File: config.mk
export PLATFORM = sky130hd
export DESIGN_NAME = imm_gen_pipelined
export DESIGN_NICKNAME = d
export VERILOG_FILES = /design/src/rtl/imm_gen_pkg.sv /design/src/rtl/imm_decode.sv /design/src/rtl/imm_gen_pipelined.sv
export SDC_FILE = /design/constraint.sdc
export NUM_CORES = 1
export LEC_CHECK = 0
export BUFFER_PORTS_ARGS = -buffer_cell sky130_fd_sc_hd__buf_2
export CAP_MARGIN = 20
export CORE_MARGIN = 1
export CORE_UTILIZATION = 55
export CTS_CLUSTER_SIZE = 14
export DETAILED_ROUTE_END_ITERATION = 8
export PLACE_DENSITY = 0.79
export SLEW_MARGIN = 20
export SYNTH_ARGS = -nofsm -noshare
export SYNTH_HDL_FRONTEND = slang
export SYNTH_SLANG_ARGS = --single-unit
File: constraint.sdc
create_clock -name CLK -period 1.8 [get_ports CLK]
set_input_delay 0.09 -clock CLK [delete_from_list [all_inputs] [get_ports CLK]]
set_output_delay 0.09 -clock CLK [all_outputs]
set_load 0.005 [all_outputs]
File: src/rtl/imm_gen_pkg.sv
// -----------------------------------------------------------------------------
// imm_gen_pkg
//
// Shared definitions for the pipelined immediate generator:
//   imm_type_e   - encoding of the IMMEDIATE_TYPE select input
//   buf_state_e  - occupancy state of the two-entry elastic output buffer
// -----------------------------------------------------------------------------
package imm_gen_pkg;

    // Immediate format select. The encodings are part of the block interface,
    // so every value is pinned explicitly rather than left to enum numbering.
    typedef enum logic [2:0] {
        IMM_I     = 3'b000,
        IMM_S     = 3'b001,
        IMM_J     = 3'b010,
        IMM_U     = 3'b011,
        IMM_B     = 3'b100,
        IMM_SHAMT = 3'b101,
        IMM_ZIMM  = 3'b110,
        IMM_BAD   = 3'b111
    } imm_type_e;

    // Elastic buffer occupancy: number of decoded results currently held.
    typedef enum logic [1:0] {
        EMPTY = 2'b00,
        ONE   = 2'b01,
        FULL  = 2'b10
    } buf_state_e;

endpackage : imm_gen_pkg

File: src/rtl/imm_decode.sv
// -----------------------------------------------------------------------------
// imm_decode
//
// Purely combinational immediate extraction for one 32-bit instruction word.
//
// Parameters
//   XLEN        - width of the produced immediate (32 or 64)
//
// Ports
//   instr_i     - raw instruction word
//   imm_type_i  - immediate format select
//   imm_o       - decoded immediate, extended to XLEN bits
//   illegal_o   - high when imm_type_i selects the unsupported encoding
// -----------------------------------------------------------------------------
module imm_decode
    import imm_gen_pkg::*;
#(
    parameter int XLEN = 32
) (
    input  logic [31:0]     instr_i,
    input  imm_type_e       imm_type_i,
    output logic [XLEN-1:0] imm_o,
    output logic            illegal_o
);

    // 32-bit form of the immediate. Every format is built so that bit 31 is
    // already the correct fill bit: sign-extended formats replicate instr[31],
    // zero-extended formats (SHAMT, ZIMM, BAD) are small enough that bit 31 is 0.
    // Widening to 64 bits is therefore a plain replication of raw32[31].
    logic [31:0] raw32;

    // The opcode field never contributes to any immediate format.
    logic unused_opcode;
    assign unused_opcode = ^instr_i[6:0];

    // NOTE: every output of a combinational block gets a default before the
    // case statement, so no path through it can leave a value unassigned and
    // infer a latch.
    always_comb begin
        raw32     = '0;
        illegal_o = 1'b0;
        case (imm_type_i)
            IMM_I: raw32 = {{20{instr_i[31]}}, instr_i[31:20]};
            IMM_S: raw32 = {{20{instr_i[31]}}, instr_i[31:25], instr_i[11:7]};
            IMM_J: raw32 = {{12{instr_i[31]}}, instr_i[19:12], instr_i[20],
                            instr_i[30:21], 1'b0};
            IMM_U: raw32 = {instr_i[31:12], 12'b0};
            IMM_B: raw32 = {{20{instr_i[31]}}, instr_i[7], instr_i[30:25],
                            instr_i[11:8], 1'b0};
            IMM_SHAMT: begin
                // RV64 shift amounts are 6 bits wide, RV32 shift amounts 5.
                if (XLEN == 64) begin
                    raw32 = {26'b0, instr_i[25:20]};
                end else begin
                    raw32 = {27'b0, instr_i[24:20]};
                end
            end
            IMM_ZIMM: raw32 = {27'b0, instr_i[19:15]};
            IMM_BAD: begin
                raw32     = '0;
                illegal_o = 1'b1;
            end
            default: begin
                raw32     = '0;
                illegal_o = 1'b0;
            end
        endcase
    end

    // Widen to XLEN. Only the branch matching the parameter is elaborated, so
    // both branches have exactly matching widths.
    generate
        if (XLEN == 64) begin : g_xlen64
            assign imm_o = {{32{raw32[31]}}, raw32};
        end else begin : g_xlen32
            assign imm_o = raw32;
        end
    endgenerate

endmodule : imm_decode

File: src/rtl/imm_gen_pipelined.sv
// -----------------------------------------------------------------------------
// imm_gen_pipelined
//
// Immediate generator with a valid/ready interface on both sides. The
// instruction is decoded combinationally on the way in and the result (with
// its sideband tag and illegal flag) is captured in a two-entry elastic
// buffer. The second entry lets IN_READY come straight from a flop while
// still sustaining one instruction per cycle.
//
// Parameters
//   XLEN            - immediate width, 32 or 64
//   TAG_W           - width of the sideband tag
//
// Ports
//   CLK             - clock, all state updates on the rising edge
//   RESET_N         - asynchronous active-low reset
//   IN_VALID        - upstream offers an instruction
//   IN_READY        - block accepts an instruction this cycle (registered)
//   INSTRUCTION     - raw instruction word
//   IMMEDIATE_TYPE  - immediate format select (see imm_gen_pkg::imm_type_e)
//   IN_TAG          - sideband tag travelling with the instruction
//   OUT_VALID       - a decoded result is presented
//   OUT_READY       - downstream consumes the presented result
//   IMMEDIATE_VALUE - decoded immediate
//   OUT_TAG         - tag belonging to IMMEDIATE_VALUE
//   ILLEGAL_TYPE    - result came from the unsupported format select
// -----------------------------------------------------------------------------
module imm_gen_pipelined
    import imm_gen_pkg::*;
#(
    parameter int XLEN  = 32,
    parameter int TAG_W = 4
) (
    input  logic             CLK,
    input  logic             RESET_N,
    input  logic             IN_VALID,
    output logic             IN_READY,
    input  logic [31:0]      INSTRUCTION,
    input  logic [2:0]       IMMEDIATE_TYPE,
    input  logic [TAG_W-1:0] IN_TAG,
    output logic             OUT_VALID,
    input  logic             OUT_READY,
    output logic [XLEN-1:0]  IMMEDIATE_VALUE,
    output logic [TAG_W-1:0] OUT_TAG,
    output logic             ILLEGAL_TYPE
);

    // ---------------------------------------------------------------------
    // Decode ahead of the buffer
    // ---------------------------------------------------------------------
    logic [XLEN-1:0] dec_imm;
    logic            dec_illegal;

    imm_decode #(
        .XLEN (XLEN)
    ) u_imm_decode (
        .instr_i    (INSTRUCTION),
        .imm_type_i (imm_type_e'(IMMEDIATE_TYPE)),
        .imm_o      (dec_imm),
        .illegal_o  (dec_illegal)
    );

    // ---------------------------------------------------------------------
    // Buffer control
    // ---------------------------------------------------------------------
    buf_state_e state_q, state_d;
    logic       in_ready_q, in_ready_d;

    logic in_xfer;
    logic out_xfer;
    logic load_head;   // head entry captures the freshly decoded result
    logic load_skid;   // skid entry captures the freshly decoded result
    logic shift_skid;  // skid entry moves up into the head

    assign OUT_VALID = (state_q != EMPTY);
    assign IN_READY  = in_ready_q;
    assign in_xfer   = IN_VALID & in_ready_q;
    assign out_xfer  = OUT_VALID & OUT_READY;

    always_comb begin
        state_d    = state_q;
        load_head  = 1'b0;
        load_skid  = 1'b0;
        shift_skid = 1'b0;
        case (state_q)
            EMPTY: begin
                if (in_xfer) begin
                    state_d   = ONE;
                    load_head = 1'b1;
                end
            end
            ONE: begin
                case ({in_xfer, out_xfer})
                    2'b10: begin
                        // Head is stalled; park the new result behind it.
                        state_d   = FULL;
                        load_skid = 1'b1;
                    end
                    2'b01: state_d = EMPTY;
                    2'b11: begin
                        // Head leaves as the new result arrives: pass-through.
                        state_d   = ONE;
                        load_head = 1'b1;
                    end
                    default: state_d = ONE;
                endcase
            end
            FULL: begin
                // IN_READY is low in FULL, so no input transfer can occur here.
                if (out_xfer) begin
                    state_d    = ONE;
                    shift_skid = 1'b1;
                end
            end
            default: state_d = EMPTY;
        endcase
    end

    // IN_READY is a function of the next state only, so it is registered and
    // has no combinational dependence on OUT_READY.
    assign in_ready_d = (state_d != FULL);

    // NOTE: sequential state is updated with non-blocking assignments so every
    // flop samples the values from before the clock edge.
    always_ff @(posedge CLK or negedge RESET_N) begin
        if (!RESET_N) begin
            state_q    <= EMPTY;
            in_ready_q <= 1'b0;
        end else begin
            state_q    <= state_d;
            in_ready_q <= in_ready_d;
        end
    end

    // ---------------------------------------------------------------------
    // Buffer storage
    // ---------------------------------------------------------------------
    logic [XLEN-1:0]  head_imm_q, skid_imm_q;
    logic [TAG_W-1:0] head_tag_q, skid_tag_q;
    logic             head_ill_q, skid_ill_q;

    // NOTE: the payload entries are reset as well as the state: the outputs
    // are driven straight from the head entry and must read zero in reset,
    // and with only two entries the reset cost is negligible.
    always_ff @(posedge CLK or negedge RESET_N) begin
        if (!RESET_N) begin
            head_imm_q <= '0;
            head_tag_q <= '0;
            head_ill_q <= 1'b0;
            skid_imm_q <= '0;
            skid_tag_q <= '0;
            skid_ill_q <= 1'b0;
        end else begin
            if (load_head) begin
                head_imm_q <= dec_imm;
                head_tag_q <= IN_TAG;
                head_ill_q <= dec_illegal;
            end else if (shift_skid) begin
                head_imm_q <= skid_imm_q;
                head_tag_q <= skid_tag_q;
                head_ill_q <= skid_ill_q;
            end
            if (load_skid) begin
                skid_imm_q <= dec_imm;
                skid_tag_q <= IN_TAG;
                skid_ill_q <= dec_illegal;
            end
        end
    end

    // The head entry is always the oldest result, and it is held untouched
    // while OUT_READY is low, which keeps the outputs stable under stall.
    assign IMMEDIATE_VALUE = head_imm_q;
    assign OUT_TAG         = head_tag_q;
    assign ILLEGAL_TYPE    = head_ill_q;

endmodule : imm_gen_pipelined

==> flow_summary.html <==
<table>
<tr><th>Metric</th><th>Value</th></tr>
<tr><th colspan="2">Outcome</th></tr>
<tr><td>Result of the run</td><td>complete, no violations</td></tr>
<tr><th colspan="2">Floorplan</th></tr>
<tr><td>Core ar.</td><td>6760 µm²</td></tr>
<tr><td>I/O pin count</td><td>just over 80</td></tr>
<tr><td>Vertical die dimension</td><td>~86 µm</td></tr>
<tr><td>Die width</td><td>approximately 86 µm</td></tr>
<tr><td>Effective utilization at floorplan</td><td>a little under three fifths</td></tr>
<tr><td>Die ar.</td><td>around 7300 µm²</td></tr>
<tr><td>Number of rows created at floorplan</td><td>30</td></tr>
<tr><th colspan="2">STA</th></tr>
<tr><td>RSZ-0062 raised after global routing</td><td>false</td></tr>
<tr><td>FMAX</td><td>590 MHz</td></tr>
<tr><td>Worst slew pin tran</td><td>~0.55 ns</td></tr>
<tr><td>Worst clock skew</td><td>approximately 0.0048 ns</td></tr>
<tr><td>Minimum clock period</td><td>between 1.5 and 2 ns</td></tr>
<tr><td>Count of pins over their slew limit</td><td>0</td></tr>
<tr><td>Final worst hold slack</td><td>0.0447 ns</td></tr>
<tr><td>Hold Vio Cnt, Final</td><td>0</td></tr>
<tr><td>Final setup violating endpoints</td><td>0</td></tr>
<tr><td>Slew margin rel.</td><td>63.1%</td></tr>
<tr><td>Final period utilization</td><td>about 94%</td></tr>
<tr><td>Setup_tns</td><td>0 ns</td></tr>
<tr><th colspan="2">Logic synthesis</th></tr>
<tr><td>Top cells by area, synth</td><td>dfrtp_1 50%, mux2_2 15%, mux2i_1 6.5%</td></tr>
<tr><td>Mux contribution to synthesized area</td><td>25.2%</td></tr>
<tr><td>Xor and xnor fraction of the mapped netlist area</td><td>0%</td></tr>
<tr><td>Share of the synthesized area in the top cell type</td><td>about half</td></tr>
<tr><td>Warnings, synthesis</td><td>0</td></tr>
<tr><td>Post-Synth Simple-Gate Area</td><td>9.35%</td></tr>
<tr><td>Compound-gate portion of the synthesized area</td><td>roughly an eighth</td></tr>
<tr><td>Synthesized Nets</td><td>approximately 350</td></tr>
<tr><td>Largest family of logic cells by synthesized area</td><td>multiplexers</td></tr>
<tr><td>Register area share after synthesis</td><td>between 50% and 60%</td></tr>
<tr><td>Mean instance size in the synthesized netlist</td><td>about 12 µm²</td></tr>
<tr><td>Top post-synthesis cells by count</td><td>77 x dfrtp_1, 52 x mux2_2, 25 x mux2i_1</td></tr>
<tr><td>Synth cell types</td><td>36</td></tr>
<tr><td>Post-synth top flop</td><td>dfrtp_1</td></tr>
<tr><td>Area leader, netlist</td><td>dfrtp_1</td></tr>
<tr><td>Synthesized netlist cell count</td><td>around 300</td></tr>
<tr><td>Register bit total from synthesis</td><td>77</td></tr>
<tr><td>Most common cell in the netlist</td><td>dfrtp_1</td></tr>
<tr><td>Adder and majority gate portion of the synthesized area</td><td>0.261%</td></tr>
<tr><td>Number of enable flip-flop cells after synthesis</td><td>0</td></tr>
<tr><td>Post-synthesis instance area</td><td>3840 µm²</td></tr>
<tr><td>Synth async-reset ratio</td><td>100%</td></tr>
<tr><th colspan="2">Clock tree</th></tr>
<tr><td>Count of clock tree sinks</td><td>a little under 80</td></tr>
<tr><td>CTS tree</td><td>yes</td></tr>
<tr><td>Post-cts hold buffer count</td><td>4</td></tr>
<tr><td>CTS H-Tree Depth</td><td>3</td></tr>
<tr><td>CTS clock-pin slew for the worst setup and hold paths</td><td>0.07 ns</td></tr>
<tr><td>Maximum buffer depth of the clock tree</td><td>2</td></tr>
<tr><td>Post-CTS setup buffer count</td><td>0</td></tr>
<tr><td>TritonCTS Buffers</td><td>9</td></tr>
<tr><td>Root buffer cell</td><td>clkbuf_8</td></tr>
<tr><td>Post-cts sizing count</td><td>0</td></tr>
<tr><td>Clock Latency Late Sink</td><td>~0.34 ns</td></tr>
<tr><th colspan="2">Placed design</th></tr>
<tr><td>Routability-driven placement congestion ratio</td><td>0.752</td></tr>
<tr><td>Number of input and output port buffers inserted</td><td>74</td></tr>
<tr><td>Final HPWL DP</td><td>5910 µm</td></tr>
<tr><th colspan="2">Power</th></tr>
<tr><td>Static leakage power</td><td>2.26 nW</td></tr>
<tr><td>Overall power of the completed layout</td><td>6.55 mW</td></tr>
<tr><td>Worst IR drop on VDD</td><td>a little over 0.6 mV</td></tr>
<tr><td>Cell Pwr Density</td><td>1410 nW/µm²</td></tr>
<tr><th colspan="2">Final layout</th></tr>
<tr><td>Fraction of final layout cells with drive strength greater than 1</td><td>between 40% and 50%</td></tr>
<tr><td>Final Util</td><td>around two thirds</td></tr>
<tr><td>Register Area</td><td>1930 µm²</td></tr>
<tr><td>Area grow syn2layout</td><td>20.7%</td></tr>
<tr><td>Area occupied by multi-input gates</td><td>1780 µm²</td></tr>
<tr><td>Number of antenna cells inserted</td><td>0</td></tr>
<tr><td>Net count, final</td><td>approximately 440</td></tr>
<tr><td>Fill cells</td><td>~500</td></tr>
<tr><th colspan="2">Detailed routing</th></tr>
<tr><td>DRC marker count from the first detailed-route iteration</td><td>97</td></tr>
<tr><td>Wirelength per Cell</td><td>around 18 µm</td></tr>
<tr><td>Detailed Route WL</td><td>8600 µm</td></tr>
<tr><td>Antenna-violating nets left</td><td>0</td></tr>
<tr><td>Total vias in the final route</td><td>2823</td></tr>
<tr><td>Drt via density</td><td>approximately 6</td></tr>
<tr><td>Drt first pass iters</td><td>4</td></tr>
<tr><td>Number of design rule violations left after detail routing</td><td>0</td></tr>
<tr><th colspan="2">Min path</th></tr>
<tr><td>Hold-critical path depth</td><td>3</td></tr>
<tr><td>Capture endpoint of the worst hold path</td><td>IMMEDIATE_VALUE[10]</td></tr>
<tr><td>Worst hold path startpoint</td><td>INSTRUCTION[30]</td></tr>
<tr><td>Min-Delay Path Class</td><td>primary input to register</td></tr>
<tr><th colspan="2">Global route</th></tr>
<tr><td>Global-route wire length before repair</td><td>between 10000 and 15000 µm</td></tr>
<tr><td>Overall overflow remaining after global route</td><td>0</td></tr>
<tr><td>Number of antenna violations at the first check in global routing</td><td>0</td></tr>
<tr><td>Most used routing layer in global routing</td><td>met2</td></tr>
<tr><td>M2 GR Usage</td><td>a little under two fifths</td></tr>
<tr><td>Met3 GRT Util</td><td>4.72%</td></tr>
<tr><td>Met1 routing resource usage after global routing</td><td>35.7%</td></tr>
<tr><td>Total GRT Usage</td><td>about 25%</td></tr>
<tr><td>Vias in the first global route</td><td>around 2.8k</td></tr>
<tr><td>Largest net degree at the start of global routing</td><td>32</td></tr>
<tr><th colspan="2">Critical path</th></tr>
<tr><td>FF-to-FF path depth</td><td>5</td></tr>
<tr><td>Data required time of the worst path</td><td>roughly 2.0 ns</td></tr>
<tr><td>Critical Path Sink Type</td><td>register</td></tr>
<tr><td>Critical path peak fanout</td><td>12</td></tr>
<tr><td>Worst R2R End</td><td>IMMEDIATE_VALUE[19]</td></tr>
<tr><td>Category of the most critical setup path</td><td>register to register</td></tr>
<tr><td>Arrival time of the worst setup path</td><td>~1.9 ns</td></tr>
<tr><td>R2R Path Start</td><td>state_q[1]</td></tr>
<tr><td>Worst reg2reg setup slack</td><td>between 0.1 and 0.15 ns</td></tr>
<tr><td>CP startpoint kind</td><td>register</td></tr>
<tr><th colspan="2">Run</th></tr>
<tr><td>Reported max-cap violation count</td><td>0</td></tr>
</table>
## registers in the layout (all words and copies together), names as in the netlist
signal and flops:
IMMEDIATE_VALUE 32, skid_imm_q 32, OUT_TAG 4, skid_tag_q 4
state_q 2, ILLEGAL_TYPE 1, IN_READY 1, skid_ill_q 1
## cell type report
cell class	instances	area share [%]
flip-flops and latches	77	41.6
multi-input cells	204	38.5
repair buffers	96	13.0
clock buffers	9	2.67
well taps	80	2.16
clock inverters	5	1.67
inverters	4	0.324
## metrics by stage
step / setup WS, ns / cells / cell area, µm²
after floorplan: 0.242 / 309 / 3840
after global placement: 0.0213 / 455 / 4370
after detailed placement: 0.124 / 456 / 4380
after CTS: 0.119 / 474 / 4620
after global routing: 0.0633 / 475 / 4630
final: 0.106 / 475 / 4630
## worst max path at each step
stage | start | end | slack, ns
floorplan | state_q[1] | skid_imm_q[12] | 0.24
global placement | state_q[1] | IMMEDIATE_VALUE[1] | 0.02
detailed placement | IMMEDIATE_TYPE[1] | IMMEDIATE_VALUE[1] | 0.12
CTS | state_q[1] | IMMEDIATE_VALUE[19] | 0.12
global route | state_q[1] | IMMEDIATE_VALUE[15] | 0.06
finish | state_q[1] | IMMEDIATE_VALUE[19] | 0.11
## critical path, cell delays in order, from the launching register on
cell and delay [ns]:
dfrtp_1 0.39, buf_4 0.16, and3b_1 0.33, a21oi_2 0.16, buf_12 0.18, a221o_1 0.35
## cells in the final DEF (no fill, tap or decap), drive strengths merged, types with 3 or more instances in the layout
| cell type | netlist | layout |
|---|---|---|
| nor2b | 7 | 7 |
| mux2i | 25 | 25 |
| dfrtp | 77 | 77 |
| mux2 | 55 | 55 |
| nor2 | 4 | 4 |
| o2bb2ai | 11 | 11 |
| and2 | 15 | 15 |
| nand2b | 10 | 10 |
| inv | 4 | 4 |
| o21ai | 29 | 29 |
| buf | 13 | 91 |
| clkbuf | 11 | 9 |
| a221o | 16 | 16 |
| and3b | 3 | 3 |
| nand2 | 6 | 6 |
| dlygate4sd3 | 0 | 5 |
| mux4 | 4 | 4 |
## logic make-up after synthesis
kind of cell	count (synthesis)
buf+inv	28
fa+ha+maj	1
simple gates	57
mux	84
flops	77
compound gates	62
## per-layer routing
layer / vias up / part of all wire (%)
met5: - / 0
met4: 0 / 0.94
met3: 8 / 5.0
met2: 90 / 48
met1: 1416 / 46
li1: 1309 / -
## report_power, final
group          switching [mW]  leakage (nW)  internal [mW]
combinational           0.997          1.19           1.31
sequential              0.389         0.973           2.50
clock                   0.595         0.101          0.760
No activity file was read; power rests on OpenSTA's default activity.
